$ cat config.mk
export PLATFORM = sky130hd
export DESIGN_NAME = csa_pipe_adder
export DESIGN_NICKNAME = d
export VERILOG_FILES = /design/src/rtl/csa_pkg.sv /design/src/rtl/csa_dual_block.sv /design/src/rtl/csa_pipe_adder.sv
export SDC_FILE = /design/constraint.sdc
export NUM_CORES = 1
export LEC_CHECK = 0
export CORE_UTILIZATION = 25
export CTS_BUF_LIST = sky130_fd_sc_hd__clkbuf_4
export CTS_CLUSTER_DIAMETER = 30
export DETAILED_ROUTE_END_ITERATION = 8
export GPL_TIMING_DRIVEN = 0
export PLACE_DENSITY = 0.41
export SLEW_MARGIN = 20
export SYNTH_ARGS = -nofsm -noshare
export SYNTH_HDL_FRONTEND = slang
export SYNTH_SLANG_ARGS = --single-unit
$ cat constraint.sdc
create_clock -name clk -period 5.8 [get_ports clk]
set_clock_uncertainty 0.05 [all_clocks]
set_input_delay 1.16 -clock clk [delete_from_list [all_inputs] [get_ports clk]]
set_output_delay 1.16 -clock clk [all_outputs]
set_load 0.005 [all_outputs]
$ cat src/rtl/csa_pkg.sv
// rtl/csa_pkg.sv - shared constants, block-count helper and stage-1 record type for csa_pipe_adder
//
// Purpose: common definitions for the pipelined carry-select adder.
//   DEFAULT_WIDTH / DEFAULT_BLK : default operand width and block width
//   MAX_BLK                     : widest block the stage-1 record can carry
//   blk_rec_t                   : per-block stage-1 record {sum0, sum1, c0, c1}
//   nblk()                      : number of carry-select blocks for a width/block pair
package csa_pkg;

  localparam int DEFAULT_WIDTH = 16;
  localparam int DEFAULT_BLK   = 4;
  localparam int MAX_BLK       = 32;

  // Sums are stored LSB-aligned; bits above the instance's BLK are held at zero.
  typedef struct packed {
    logic [MAX_BLK-1:0] sum0;
    logic [MAX_BLK-1:0] sum1;
    logic               c0;
    logic               c1;
  } blk_rec_t;

  function automatic int nblk(input int width, input int blk);
    if (blk < 1) return 0;
    return width / blk;
  endfunction

endpackage

$ cat src/rtl/csa_dual_block.sv
// rtl/csa_dual_block.sv - BLK-bit combinational dual ripple adder
//
// Purpose: produce both candidate results of one carry-select block.
// Ports:
//   a, b  in  BLK  block operands (b already conditioned for subtract)
//   sum0  out BLK  a+b with carry-in 0
//   c0    out 1    carry-out with carry-in 0
//   sum1  out BLK  a+b with carry-in 1
//   c1    out 1    carry-out with carry-in 1
module csa_dual_block #(
  parameter int BLK = 4
) (
  input  logic [BLK-1:0] a,
  input  logic [BLK-1:0] b,
  output logic [BLK-1:0] sum0,
  output logic           c0,
  output logic [BLK-1:0] sum1,
  output logic           c1
);

  logic r0;
  logic r1;

  always_comb begin
    r0   = 1'b0;
    r1   = 1'b1;
    sum0 = '0;
    sum1 = '0;
    for (int i = 0; i < BLK; i++) begin
      sum0[i] = a[i] ^ b[i] ^ r0;
      r0      = (a[i] & b[i]) | (r0 & (a[i] ^ b[i]));
      sum1[i] = a[i] ^ b[i] ^ r1;
      r1      = (a[i] & b[i]) | (r1 & (a[i] ^ b[i]));
    end
    c0 = r0;
    c1 = r1;
  end

endmodule

$ cat src/rtl/csa_pipe_adder.sv
// rtl/csa_pipe_adder.sv - two-stage pipelined carry-select adder/subtractor with valid/ready
//
// Purpose: A+B+cin (sub=0) or A-B-cin (sub=1), one result per clock when unstalled.
// Ports:
//   clk, rst_n          clock, asynchronous active-low reset
//   in_valid/in_ready   operand handshake
//   a, b  [WIDTH]       operands
//   cin                 carry-in (add) / borrow-in (sub)
//   sub                 0 = add, 1 = subtract
//   out_valid/out_ready result handshake
//   sum   [WIDTH]       result, modulo 2^WIDTH
//   cout                raw MSB carry-out (borrow-out = ~cout in sub mode)
//   ovf                 two's-complement signed overflow
module csa_pipe_adder
  import csa_pkg::*;
#(
  parameter int WIDTH = DEFAULT_WIDTH,
  parameter int BLK   = DEFAULT_BLK
) (
  input  logic             clk,
  input  logic             rst_n,
  input  logic             in_valid,
  output logic             in_ready,
  input  logic [WIDTH-1:0] a,
  input  logic [WIDTH-1:0] b,
  input  logic             cin,
  input  logic             sub,
  output logic             out_valid,
  input  logic             out_ready,
  output logic [WIDTH-1:0] sum,
  output logic             cout,
  output logic             ovf
);

  localparam int NBLK = nblk(WIDTH, BLK);

  if (BLK < 1) begin : g_bad_blk
    $error("csa_pipe_adder: BLK must be at least 1");
  end else if ((WIDTH % BLK) != 0) begin : g_bad_width
    $error("csa_pipe_adder: WIDTH must be a multiple of BLK");
  end else if (BLK > MAX_BLK) begin : g_bad_max
    $error("csa_pipe_adder: BLK exceeds MAX_BLK");
  end

  // Operand conditioning: subtract is A + ~B + ~cin.
  logic [WIDTH-1:0] beff;
  logic             ceff;
  assign beff = sub ? ~b : b;
  assign ceff = sub ? ~cin : cin;

  // Handshake: stage 2 can load when empty or draining; stage 1 when empty or moving on.
  logic s1_valid;
  logic s2_load;
  logic in_fire;
  assign s2_load  = ~out_valid | out_ready;
  assign in_ready = ~s1_valid | s2_load;
  assign in_fire  = in_valid & in_ready;

  // Stage 1 per-block candidates, flattened for the select chain.
  logic [NBLK-1:0]          s1_c0;
  logic [NBLK-1:0]          s1_c1;
  logic [NBLK-1:0][BLK-1:0] s1_sum0;
  logic [NBLK-1:0][BLK-1:0] s1_sum1;
  logic                     s1_ceff;
  logic                     s1_a_msb;
  logic                     s1_b_msb;

  for (genvar k = 0; k < NBLK; k++) begin : g_blk
    logic [BLK-1:0] blk_sum0;
    logic [BLK-1:0] blk_sum1;
    logic           blk_c0;
    logic           blk_c1;
    blk_rec_t       rec_d;
    blk_rec_t       rec_q;
    logic           unused_rec;

    csa_dual_block #(.BLK(BLK)) u_dual (
      .a    (a[k*BLK +: BLK]),
      .b    (beff[k*BLK +: BLK]),
      .sum0 (blk_sum0),
      .c0   (blk_c0),
      .sum1 (blk_sum1),
      .c1   (blk_c1)
    );

    always_comb begin
      rec_d                = '0;
      rec_d.sum0[BLK-1:0]  = blk_sum0;
      rec_d.sum1[BLK-1:0]  = blk_sum1;
      rec_d.c0             = blk_c0;
      rec_d.c1             = blk_c1;
    end

    always_ff @(posedge clk or negedge rst_n) begin
      if (!rst_n) begin
        rec_q <= '0;
      end else if (in_fire) begin
        rec_q <= rec_d;
      end
    end

    assign s1_sum0[k]  = rec_q.sum0[BLK-1:0];
    assign s1_sum1[k]  = rec_q.sum1[BLK-1:0];
    assign s1_c0[k]    = rec_q.c0;
    assign s1_c1[k]    = rec_q.c1;
    // Record bits above BLK are constant zero padding.
    assign unused_rec  = ^{rec_q.sum0, rec_q.sum1};
  end

  always_ff @(posedge clk or negedge rst_n) begin
    if (!rst_n) begin
      s1_valid <= 1'b0;
      s1_ceff  <= 1'b0;
      s1_a_msb <= 1'b0;
      s1_b_msb <= 1'b0;
    end else begin
      s1_valid <= in_fire | (s1_valid & ~s2_load);
      if (in_fire) begin
        s1_ceff  <= ceff;
        s1_a_msb <= a[WIDTH-1];
        s1_b_msb <= beff[WIDTH-1];
      end
    end
  end

  // Stage 2 select chain: each block's carry-in picks the next block's candidate.
  logic [WIDTH-1:0] sum_d;
  logic             cout_d;
  logic             ovf_d;
  logic             carry;

  always_comb begin
    sum_d = '0;
    carry = s1_ceff;
    for (int k = 0; k < NBLK; k++) begin
      sum_d[k*BLK +: BLK] = carry ? s1_sum1[k] : s1_sum0[k];
      carry               = carry ? s1_c1[k]   : s1_c0[k];
    end
    cout_d = carry;
    ovf_d  = (s1_a_msb == s1_b_msb) & (sum_d[WIDTH-1] != s1_a_msb);
  end

  always_ff @(posedge clk or negedge rst_n) begin
    if (!rst_n) begin
      out_valid <= 1'b0;
      sum       <= '0;
      cout      <= 1'b0;
      ovf       <= 1'b0;
    end else if (s2_load) begin
      out_valid <= s1_valid;
      if (s1_valid) begin
        sum  <= sum_d;
        cout <= cout_d;
        ovf  <= ovf_d;
      end
    end
  end

endmodule

==> impl_metrics.tcl <==
set metrics [dict create \
    status "finished clean" \
    hpwl_um 6299 \
    fp.dieH_um 119.4 \
    layout_min_cycle_time_ps 3943 \
    peakVddDrop_v 0.00008754 \
    slowest_stage "clkbuf_1" \
    maxSlewViolCount 0 \
    final_net_count 475 \
    dp_slack_ps 1291 \
    die-area_sq_mm 0.01426 \
    synth_ff_type "dfrtp_1" \
    avgSynthCellArea_sq_um 10.23 \
    cts_buffers 9 \
    port_buffers 56 \
    drive_gt1_share_pct 5.610 \
    critical_path_depth 9 \
    critical_path.startpoint "sub" \
    cp.arrival_ps 4200 \
    hold_viol_final 0 \
    worstPathMaxFanout 10 \
    cts_max_level 3 \
    tns_ps 0 \
    synth_edf_count 0 \
    crit_chain "clkbuf_1 > clkbuf_1 > xnor2_1 > fa_1 > fa_1 > inv_1 > fa_1 > nand2_1 > nand2_1" \
    grt_pass1_wl_um 13770 \
    fmax_mhz 253.6 \
    ys_ff_latch 63 \
    synthesis.area_sq_mm 0.003447 \
    drc 0 \
    rrSetupSlack_ps 3340 \
    coreArea_sq_mm 0.01335 \
    cts.clk_slew.worst_paths_ps 100 \
    max-cap-violations 0 \
    grt_max_degree 35 \
    hold_path.class "register to register" \
    cts_setup_buffers 0 \
    instances_no_fill 587 \
    cts_tree "done" \
    p_leak_nw 1.995 \
    netlist_instances 337 \
    clockBufferDepth 2 \
    relSlewSlack_pct 42.25 \
    cp-start-kind "input pin" \
    routed_wl_um 8329 \
    crit_required_ps 6050 \
    cpPeakStageDelay_ps 680 \
    die-width_um 119.4 \
    fp-row-count 42 \
    crit_path_end "g_blk[2].rec_q[5]$_DFFE_PN0P_" \
    cp_top_family "buffers and inverters" \
    timing.rr.start "s1_ceff$_DFFE_PN0P_" \
    wl_per_cell_um 14.19 \
    ys_warn_count 0 \
    period_share_pct 67.98 \
    cts_hold_buf 0 \
    final_cell_mix "101 x nand2_1, 63 x dfrtp_1, 55 x clkdlybuf4s50_1" \
    grt_pass1_vias 2624 \
    drt-vias-per-instance 4.162 \
    rr_endpoint "cout$_DFFE_PN0P_" \
    synth.net_count 407 \
    firstDrtPassIters 4 \
    cp-end-kind "register" \
    grt_overflow_total 0 \
    ant_nets 0 \
    setup_ws_ps 1857 \
    p_per_area_mw_per_mm2 308.5 \
    dp.cells 570 \
    rr_worst_depth 6 \
    crit_top_cell "fa_1" \
    cts_resized 0 \
    vias 2443 \
    rsz0062_at_grt "false" \
    grtUsageTotal_pct 13.11 \
    tightest_slew_ps 866.3 \
    worstSetupPathType "input pin to register" \
    gp_congestion 0.7555 \
    path_buf_inv 3 \
    cts.sinks 63 \
    fin_area_sq_mm 0.004379 \
    initial_core_util_pct 25.82 \
    yosysSeqAreaShare_pct 45.74 \
    final_common_cell "nand2_1" \
    ys_async_sr_fraction_pct 100.0 \
    ioPinCount 58 \
    clkLatencyLatePin_ps 410 \
    place_area_sq_mm 0.004245 \
    synth.distinct_cells 28 \
    setup_violations 0 \
    clock-root-buffer "clkbuf_4" \
    antenna_found_initial 0 \
    drtIter0Drc 85 \
    area_growth_pct 27.04 \
]
sequential cells by signal, indices dropped and copies added, names as in the netlist:
signal       count
s1_a_msb         1
s1_ceff          1
out_valid        1
sum             16
cout             1
g_blk.rec_q     40
ovf              1
s1_valid         1
s1_b_msb         1
tightest hold or removal path, delay by kind of cell, from the launching register on:
family          cells  cell delay (ps)
flops               1              360
compound gates      1               60
simple gates        1               40
cell usage after synthesis, drive strengths merged (4+ instances only):
cell / count / area (sq um)
fa: 24 / 480.5
xor2: 8 / 70.07
clkbuf: 11 / 41.29
nor2: 5 / 18.77
o21a: 4 / 30.03
nand2: 101 / 379.1
xnor2: 9 / 78.83
dfrtp: 63 / 1577
mux2i: 19 / 227.7
ha: 8 / 100.1
buf: 4 / 22.52
inv: 28 / 105.1
o21ai: 35 / 175.2
how the worst min path moves through the flow:
stage / cells after the start / from / slack (ps) / end
after floorplan: 2 / g_blk[3].rec_q[0]$_DFFE_PN0P_ / 400 / g_blk[3].rec_q[0]$_DFFE_PN0P_
after global routing: 2 / g_blk[0].rec_q[34]$_DFFE_PN0P_ / 460 / g_blk[0].rec_q[34]$_DFFE_PN0P_
final: 2 / sum[2]$_DFFE_PN0P_ / 440 / sum[2]$_DFFE_PN0P_
after global placement: 2 / g_blk[0].rec_q[34]$_DFFE_PN0P_ / 410 / g_blk[0].rec_q[34]$_DFFE_PN0P_
after detailed placement: 2 / g_blk[0].rec_q[34]$_DFFE_PN0P_ / 410 / g_blk[0].rec_q[34]$_DFFE_PN0P_
after CTS: 2 / g_blk[0].rec_q[34]$_DFFE_PN0P_ / 440 / g_blk[0].rec_q[34]$_DFFE_PN0P_
power by group:
group	switching [mW]	internal (mW)	leakage, nW	total, mW
clock	0.168	0.128	0.0691	0.295
sequential	0.0707	0.550	0.768	0.621
combinational	0.206	0.229	1.16	0.435
metal layers:
metal | vias up | share of wire (%) | GRT usage (%)
li1 | 1198 | - | -
met1 | 1184 | 49 | 17.26
met2 | 51 | 47 | 21.33
met3 | 10 | 3.0 | 2.059
met4 | 0 | 1.6 | 5.625
met5 | - | 0 | 0
kinds of logic after synthesis:
| logic type | after synthesis | synth area share, % |
|---|---|---|
| simple gates | 119 | 14.16 |
| flops | 63 | 45.73 |
| compound gates | 44 | 7.441 |
| buf+inv | 43 | 4.900 |
| fa+ha+maj | 32 | 16.84 |
| mux | 19 | 6.606 |
| xor+xnor | 17 | 4.320 |
stage by stage:
step           util, %  total power [mW]  hold WS, ps
3_5_place_dp     31.81             1.078        414.1
2_1_floorplan        -            0.8574        395.0
3_3_place_gp     31.67             1.071        409.9
4_1_cts          32.79             1.379        439.7
5_1_grt          32.79             1.460        455.0
6_report         32.81             1.351        436.8
area by class of cell:
type / instances / area, sq um
fillers: 1447 / 8969
multi-input cells: 231 / 1702
flip-flops and latches: 63 / 1577
repair buffers: 57 / 578.1
well taps: 176 / 220.2
inverters: 28 / 105.1
clock buffers: 9 / 67.56
clock inverters: 7 / 63.81
plain buffers: 15 / 63.81
diodes: 1 / 2.502
Note: power is estimated with default switching activity, not from simulation.
